[config.mk]
export PLATFORM = sky130hd
export DESIGN_NAME = hwt_golden_monitor
export DESIGN_NICKNAME = d
export VERILOG_FILES = /design/src/rtl/hwt_golden_monitor.sv
export SDC_FILE = /design/constraint.sdc
export NUM_CORES = 1
export LEC_CHECK = 0
export CAP_MARGIN = 20
export CELL_PAD_IN_SITES_DETAIL_PLACEMENT = 1
export CELL_PAD_IN_SITES_GLOBAL_PLACEMENT = 2
export CORE_ASPECT_RATIO = 1.75
export CORE_MARGIN = 4
export CORE_UTILIZATION = 27
export DETAILED_ROUTE_END_ITERATION = 8
export HOLD_SLACK_MARGIN = 0.1
export PLACE_DENSITY_LB_ADDON = 0.1
export SLEW_MARGIN = 5
export SYNTH_ARGS = -nofsm -noshare
export SYNTH_HDL_FRONTEND = slang
export SYNTH_SLANG_ARGS = --single-unit
[constraint.sdc]
create_clock -name clk -period 2.17 [get_ports clk]
set_clock_uncertainty 0.1 [all_clocks]
set_input_delay 0.217 -clock clk [delete_from_list [all_inputs] [get_ports clk]]
set_output_delay 0.217 -clock clk [all_outputs]
set_load 0.02 [all_outputs]
[src/rtl/hwt_golden_monitor.sv]
// hwt_golden_monitor
// Runtime checker for a non_hwt cell. It recomputes Y = D & ((A & B) | C) for
// every valid vector, compares it with the observed Y, counts vectors and
// mismatches, and escalates IDLE -> CHECK/SUSPECT -> ALARM on persistent
// mismatches. ALARM is sticky until clear or rst.
// Optional build macro: HWT_MON_COVERAGE_EN adds the 16-entry input
// coverage map. Without it, cov_map reads 16'h0000 and cov_full reads 0.
module hwt_golden_monitor #(
  parameter int CNT_W  = 8,
  parameter int THRESH = 3
) (
  input  logic             clk,
  input  logic             rst,
  input  logic             in_valid,
  input  logic             in_a,
  input  logic             in_b,
  input  logic             in_c,
  input  logic             in_d,
  input  logic             y_obs,
  input  logic             clear,
  output logic             alarm,
  output logic [1:0]       state,
  output logic [CNT_W-1:0] vec_count,
  output logic [CNT_W-1:0] err_count,
  output logic [15:0]      cov_map,
  output logic             cov_full
);

  typedef enum logic [1:0] {
    ST_IDLE    = 2'd0,
    ST_CHECK   = 2'd1,
    ST_SUSPECT = 2'd2,
    ST_ALARM   = 2'd3
  } state_t;

  localparam logic [CNT_W-1:0] CNT_MAX  = '1;
  localparam logic [7:0]       RUN_MAX  = 8'hFF;
  localparam logic [7:0]       THRESH_L = 8'(THRESH);

  state_t           state_reg, state_next;
  logic [7:0]       run_reg, run_next;
  logic [CNT_W-1:0] vec_count_reg, vec_count_next;
  logic [CNT_W-1:0] err_count_reg, err_count_next;
  logic             golden;
  logic             mismatch;

  assign golden   = in_d & ((in_a & in_b) | in_c);
  assign mismatch = in_valid & (y_obs ^ golden);

  // Next-state, counter and run-length update for one valid vector
  always_comb begin
    state_next     = state_reg;
    run_next       = run_reg;
    vec_count_next = vec_count_reg;
    err_count_next = err_count_reg;
    if (in_valid) begin
      if (vec_count_reg != CNT_MAX) begin
        vec_count_next = vec_count_reg + CNT_W'(1);
      end
      if (mismatch) begin
        if (err_count_reg != CNT_MAX) begin
          err_count_next = err_count_reg + CNT_W'(1);
        end
        if (run_reg != RUN_MAX) begin
          run_next = run_reg + 8'd1;
        end
      end else begin
        run_next = 8'd0;
      end
      // ALARM is sticky; every other state is re-evaluated from the new run
      if (state_reg != ST_ALARM) begin
        if (run_next >= THRESH_L) begin
          state_next = ST_ALARM;
        end else if (run_next == 8'd0) begin
          state_next = ST_CHECK;
        end else begin
          state_next = ST_SUSPECT;
        end
      end
    end
  end

  // State and counter registers; rst and clear both discard the current vector
  always_ff @(posedge clk) begin
    if (rst || clear) begin
      state_reg     <= ST_IDLE;
      run_reg       <= 8'd0;
      vec_count_reg <= '0;
      err_count_reg <= '0;
    end else begin
      state_reg     <= state_next;
      run_reg       <= run_next;
      vec_count_reg <= vec_count_next;
      err_count_reg <= err_count_next;
    end
  end

  assign alarm     = (state_reg == ST_ALARM);
  assign state     = state_reg;
  assign vec_count = vec_count_reg;
  assign err_count = err_count_reg;

`ifdef HWT_MON_COVERAGE_EN
  logic [15:0] cov_map_reg, cov_map_next;
  logic        cov_full_reg;
  logic [3:0]  vec_idx;

  assign vec_idx = {in_a, in_b, in_c, in_d};

  genvar gi;
  generate
    for (gi = 0; gi < 16; gi++) begin : g_cov
      assign cov_map_next[gi] = cov_map_reg[gi] | (in_valid & (vec_idx == 4'(gi)));
    end
  endgenerate

  // Coverage map and its full flag are registered together
  always_ff @(posedge clk) begin
    if (rst || clear) begin
      cov_map_reg  <= 16'h0000;
      cov_full_reg <= 1'b0;
    end else begin
      cov_map_reg  <= cov_map_next;
      cov_full_reg <= &cov_map_next;
    end
  end

  assign cov_map  = cov_map_reg;
  assign cov_full = cov_full_reg;
`else
  assign cov_map  = 16'h0000;
  assign cov_full = 1'b0;
`endif

endmodule

==> impl_results.html, run 1 <==
<table>
<tr><th>Metric</th><th>Value</th></tr>
<tr><th colspan="2">Run status</th></tr>
<tr><td>Outcome</td><td>finished clean</td></tr>
<tr><th colspan="2">Clocking</th></tr>
<tr><td>Number of buffers on the longest clock path</td><td>2</td></tr>
<tr><td>Number of CTS-inserted buffers</td><td>3</td></tr>
<tr><td>Clock-pin slew reported for the worst setup and hold paths after clock tree synthesis</td><td>0.09 ns</td></tr>
<tr><td># clock sinks</td><td>26</td></tr>
<tr><td>CTS root buf</td><td>clkbuf_8</td></tr>
<tr><td>Number of setup buffers added after CTS</td><td>0</td></tr>
<tr><td>H-tree Lvls</td><td>1</td></tr>
<tr><td>Hold-fix buffers, CTS</td><td>0</td></tr>
<tr><td>TritonCTS clock tree</td><td>yes</td></tr>
<tr><td>Gates resized, CTS repair</td><td>0</td></tr>
<tr><td>Insertion delay of the later-clocked pin in the worst-skew pair</td><td>0.27 ns</td></tr>
<tr><th colspan="2">Route</th></tr>
<tr><td>Detailed-route DRC error count</td><td>0</td></tr>
<tr><td>Via Count</td><td>~1400</td></tr>
<tr><td>First-pass detailed-route iteration total</td><td>2</td></tr>
<tr><td>Post-route antenna net violation count</td><td>0</td></tr>
<tr><td>WL final</td><td>4260 um</td></tr>
<tr><td>Violation count after the first detailed-route iteration</td><td>39</td></tr>
<tr><td>Wire per inst</td><td>14.74 um</td></tr>
<tr><td>Number of vias per cell after detailed routing</td><td>~4.7</td></tr>
<tr><th colspan="2">Hold path</th></tr>
<tr><td>Hold Path Origin</td><td>vec_count[1]</td></tr>
<tr><td>Class of the worst hold path</td><td>reg2reg</td></tr>
<tr><th colspan="2">Worst setup path</th></tr>
<tr><td>Required time reported for the critical path endpoint</td><td>between 2 and 2.5 ns</td></tr>
<tr><td>Worst endpoint data arrival time</td><td>2.09 ns</td></tr>
<tr><td>Reg-to-Reg End</td><td>state[1]</td></tr>
<tr><td>Worst setup path class</td><td>reg2reg</td></tr>
<tr><td>Worst setup endpoint</td><td>state[1]</td></tr>
<tr><td>Start of the worst register-to-register path</td><td>run_reg[0]</td></tr>
<tr><td>Endpoint kind of the worst setup timing path</td><td>flop</td></tr>
<tr><td>R2R setup slack</td><td>0.16 ns</td></tr>
<tr><td>Start point of the critical path</td><td>run_reg[0]</td></tr>
<tr><td>Highest net fanout along the worst path</td><td>5</td></tr>
<tr><td>Cell count of the worst reg-to-reg path</td><td>7</td></tr>
<tr><td>Kind of launch point of the worst setup path</td><td>flop</td></tr>
<tr><th colspan="2">Global route</th></tr>
<tr><td>Global-route wire length before repair</td><td>7486 um</td></tr>
<tr><td>Global Route met2 Usage</td><td>25.09%</td></tr>
<tr><td>Met3 demand-to-capacity share in global routing</td><td>1.871%</td></tr>
<tr><td>Total grt overflow</td><td>0</td></tr>
<tr><td>Global router's overall resource usage</td><td>13.29%</td></tr>
<tr><td>Largest net degree at the start of global routing</td><td>27</td></tr>
<tr><td>Antenna violations before repair</td><td>0</td></tr>
<tr><td>Number of global-route vias before repair</td><td>1503</td></tr>
<tr><td>Met1 capacity usage during global routing</td><td>between 15 and 20%</td></tr>
<tr><td>Routing layer with the top usage in global route</td><td>met2</td></tr>
<tr><th colspan="2">STA</th></tr>
<tr><td>Worst setup slack after layout</td><td>0.1596 ns</td></tr>
<tr><td>Number of slew-limit violations in the final report</td><td>0</td></tr>
<tr><td>Post-Route Setup TNS</td><td>0 ns</td></tr>
<tr><td>Hold Violations, Final</td><td>0</td></tr>
<tr><td>Worst-margin pin slew</td><td>around 0.56 ns</td></tr>
<tr><td>Final Critical Period</td><td>2.010 ns</td></tr>
<tr><td>Max_slew headroom</td><td>between 60% and 70%</td></tr>
<tr><td>WHS</td><td>~0.4 ns</td></tr>
<tr><td>Setup-failing EPs final</td><td>0</td></tr>
<tr><td>Final clock period utilization by the worst path</td><td>92.64%</td></tr>
<tr><td>Upper clock frequency limit</td><td>between 0.4 and 0.5 GHz</td></tr>
<tr><td>Unrepaired setup endpoints after global routing</td><td>no</td></tr>
<tr><th colspan="2">Floorplan</th></tr>
<tr><td>Die Y</td><td>approximately 110 um</td></tr>
<tr><td>Top Ports</td><td>45</td></tr>
<tr><td>Initial Util</td><td>27.71%</td></tr>
<tr><td>Total Die Area</td><td>7056 um^2</td></tr>
<tr><td>Total number of placement rows</td><td>36</td></tr>
<tr><td>Core ar.</td><td>about 5600 um^2</td></tr>
<tr><td>DIE WIDTH</td><td>65.24 um</td></tr>
<tr><th colspan="2">Power</th></tr>
<tr><td>Final Power</td><td>0.8832 mW</td></tr>
<tr><td>Pleak</td><td>0.6434 nW</td></tr>
<tr><td>Worst vdd ir</td><td>208.6 uV</td></tr>
<tr><td>Total power divided by cell area</td><td>around 470 nW/um^2</td></tr>
<tr><th colspan="2">Place</th></tr>
<tr><td>Cell Area, Placed</td><td>roughly 1900 um^2</td></tr>
<tr><td>Sum of net half-perimeters after detailed placement</td><td>3343 um</td></tr>
<tr><td>Number of port buffers</td><td>27</td></tr>
<tr><td>Number of placed instances with taps included</td><td>286</td></tr>
<tr><td>DP Worst Slack</td><td>0.02504 ns</td></tr>
<tr><td>Final RePlAce weighted congestion</td><td>about 0.75</td></tr>
<tr><th colspan="2">Layout</th></tr>
<tr><td>Layout cells sized above 1</td><td>11.27%</td></tr>
<tr><td>ANT cells</td><td>0</td></tr>
<tr><td>Count of filler cells inserted in the layout</td><td>729</td></tr>
<tr><td>Final Cell Area</td><td>~1900 um^2</td></tr>
<tr><td>Fin cells</td><td>289</td></tr>
<tr><td>Synth-to-layout area growth</td><td>22.55%</td></tr>
<tr><td>Most common library cell in the layout ignoring fill and taps</td><td>clkdlybuf4s50_1</td></tr>
<tr><td>Nets@finish</td><td>roughly 230</td></tr>
<tr><td>Final standard cell utilization of the core</td><td>33.96%</td></tr>
<tr><td>Highest-count cells in the layout ignoring fill and taps</td><td>clkdlybuf4s50_1 (27), dfxtp_1 (26), nor2_1 (22)</td></tr>
<tr><th colspan="2">Logic synthesis</th></tr>
<tr><td>Synthesis-stage register bit count</td><td>26</td></tr>
<tr><td>Synth warn</td><td>0</td></tr>
<tr><td>Area contributors post-synth</td><td>dfxtp_1 (34%), buf_4 (8.7%), xnor2_1 (5.7%)</td></tr>
<tr><td>Number of different library cells in the post-synthesis netlist</td><td>slightly above 40</td></tr>
<tr><td>Fraction of synthesized cell area taken by the top area cell type</td><td>between 30% and 40%</td></tr>
<tr><td>Post-Syn Area per Cell</td><td>8.412 um^2</td></tr>
<tr><td>Largest area contributor in the synthesized netlist</td><td>dfxtp_1</td></tr>
<tr><td>Synthesized cell area</td><td>around 1500 um^2</td></tr>
<tr><td>Sequential-to-total area share from yosys stat</td><td>33.63%</td></tr>
<tr><td>Synthesized netlist cell count</td><td>184</td></tr>
<tr><th colspan="2">Flow run</th></tr>
<tr><td>Count of max-cap constraint violations</td><td>0</td></tr>
</table>
[worst max-delay path, cell delays in order (launching register included)]
cell and delay, ns:
dfxtp_1 0.33, ha_1 0.26, and4_1 0.24, a21oi_1 0.27
nor3_1 0.09, a41o_1 0.26, nor2b_4 0.13, a311oi_2 0.24
[power breakdown]
part | leakage [nW] | internal, mW | switching [mW]
clock | 0.0216 | 0.124 | 0.150
sequential | 0.210 | 0.482 | 0.00481
combinational | 0.412 | 0.0441 | 0.0787
[worst min-delay path by stage]
stage	to	slack (ns)	cells past startpoint
after floorplan	state[1]	0.40	3
after global placement	vec_count[1]	0.39	2
after detailed placement	vec_count[1]	0.40	2
after CTS	vec_count[1]	0.41	2
after global routing	vec_count[1]	0.47	2
final	vec_count[1]	0.40	2
[cell type report]
cell class / instances / area (um^2) / area share (%)
sequential: 26 / 520.5 / 27.44
tap: 76 / 95.09 / 5.013
multi-input combinational: 149 / 913.4 / 48.15
clock buffer: 3 / 41.29 / 2.177
timing repair buffer: 34 / 322.8 / 17.02
inverter: 1 / 3.754 / 0.1979
[synthesized netlist by cell type, drive strengths merged]
library cell and n:
buf 20, xnor2 10, a22oi 1, and4 1, nand3b 1, a31oi 2, and3 3, o21a 1
clkbuf 4, xor2 4, nor2 22, nand4 4, nor2b 3, and2 2, o21ai 7, dfxtp 26
a211oi 4, mux2i 2, mux2 1, ha 3, nand3 11, nor4 2, o21bai 2, nor4b 1
nor3b 2, conb 1, nor3 7, inv 1, a311oi 3, or2 2, and2b 2, nand2 13
a21oi 13, a41o 1, o41ai 2
[kinds of logic after synthesis]
logic type      Yosys count  share of synthesized area [%]
mux                       3                          2.829
fa+ha+maj                 3                          2.425
other cells               1                         0.2423
compound gates           36                          15.04
flops                    26                          33.63
buf+inv                  25                          11.40
simple gates             76                          26.52
xor+xnor                 14                          7.922
[routing by layer]
| metal | vias up | part of all wire (%) |
|---|---|---|
| li1 | 673 | - |
| met1 | 663 | 41 |
| met2 | 16 | 56 |
| met3 | 2 | 2.4 |
| met4 | 0 | 0.68 |
| met5 | - | 0 |
Power figures use the tool's default switching activity.
==> inputs of run 2 (changes only) <==
--- a/config.mk
+++ b/config.mk
@@ -14,7 +14,7 @@
 export DETAILED_ROUTE_END_ITERATION = 8
 export HOLD_SLACK_MARGIN = 0.1
 export PLACE_DENSITY_LB_ADDON = 0.1
-export SLEW_MARGIN = 5
+export SLEW_MARGIN = 20
 export SYNTH_ARGS = -nofsm -noshare
 export SYNTH_HDL_FRONTEND = slang
 export SYNTH_SLANG_ARGS = --single-unit
==> results of run 2 <==
No change in the layout: final DEF, timing and power equal those of run 1.
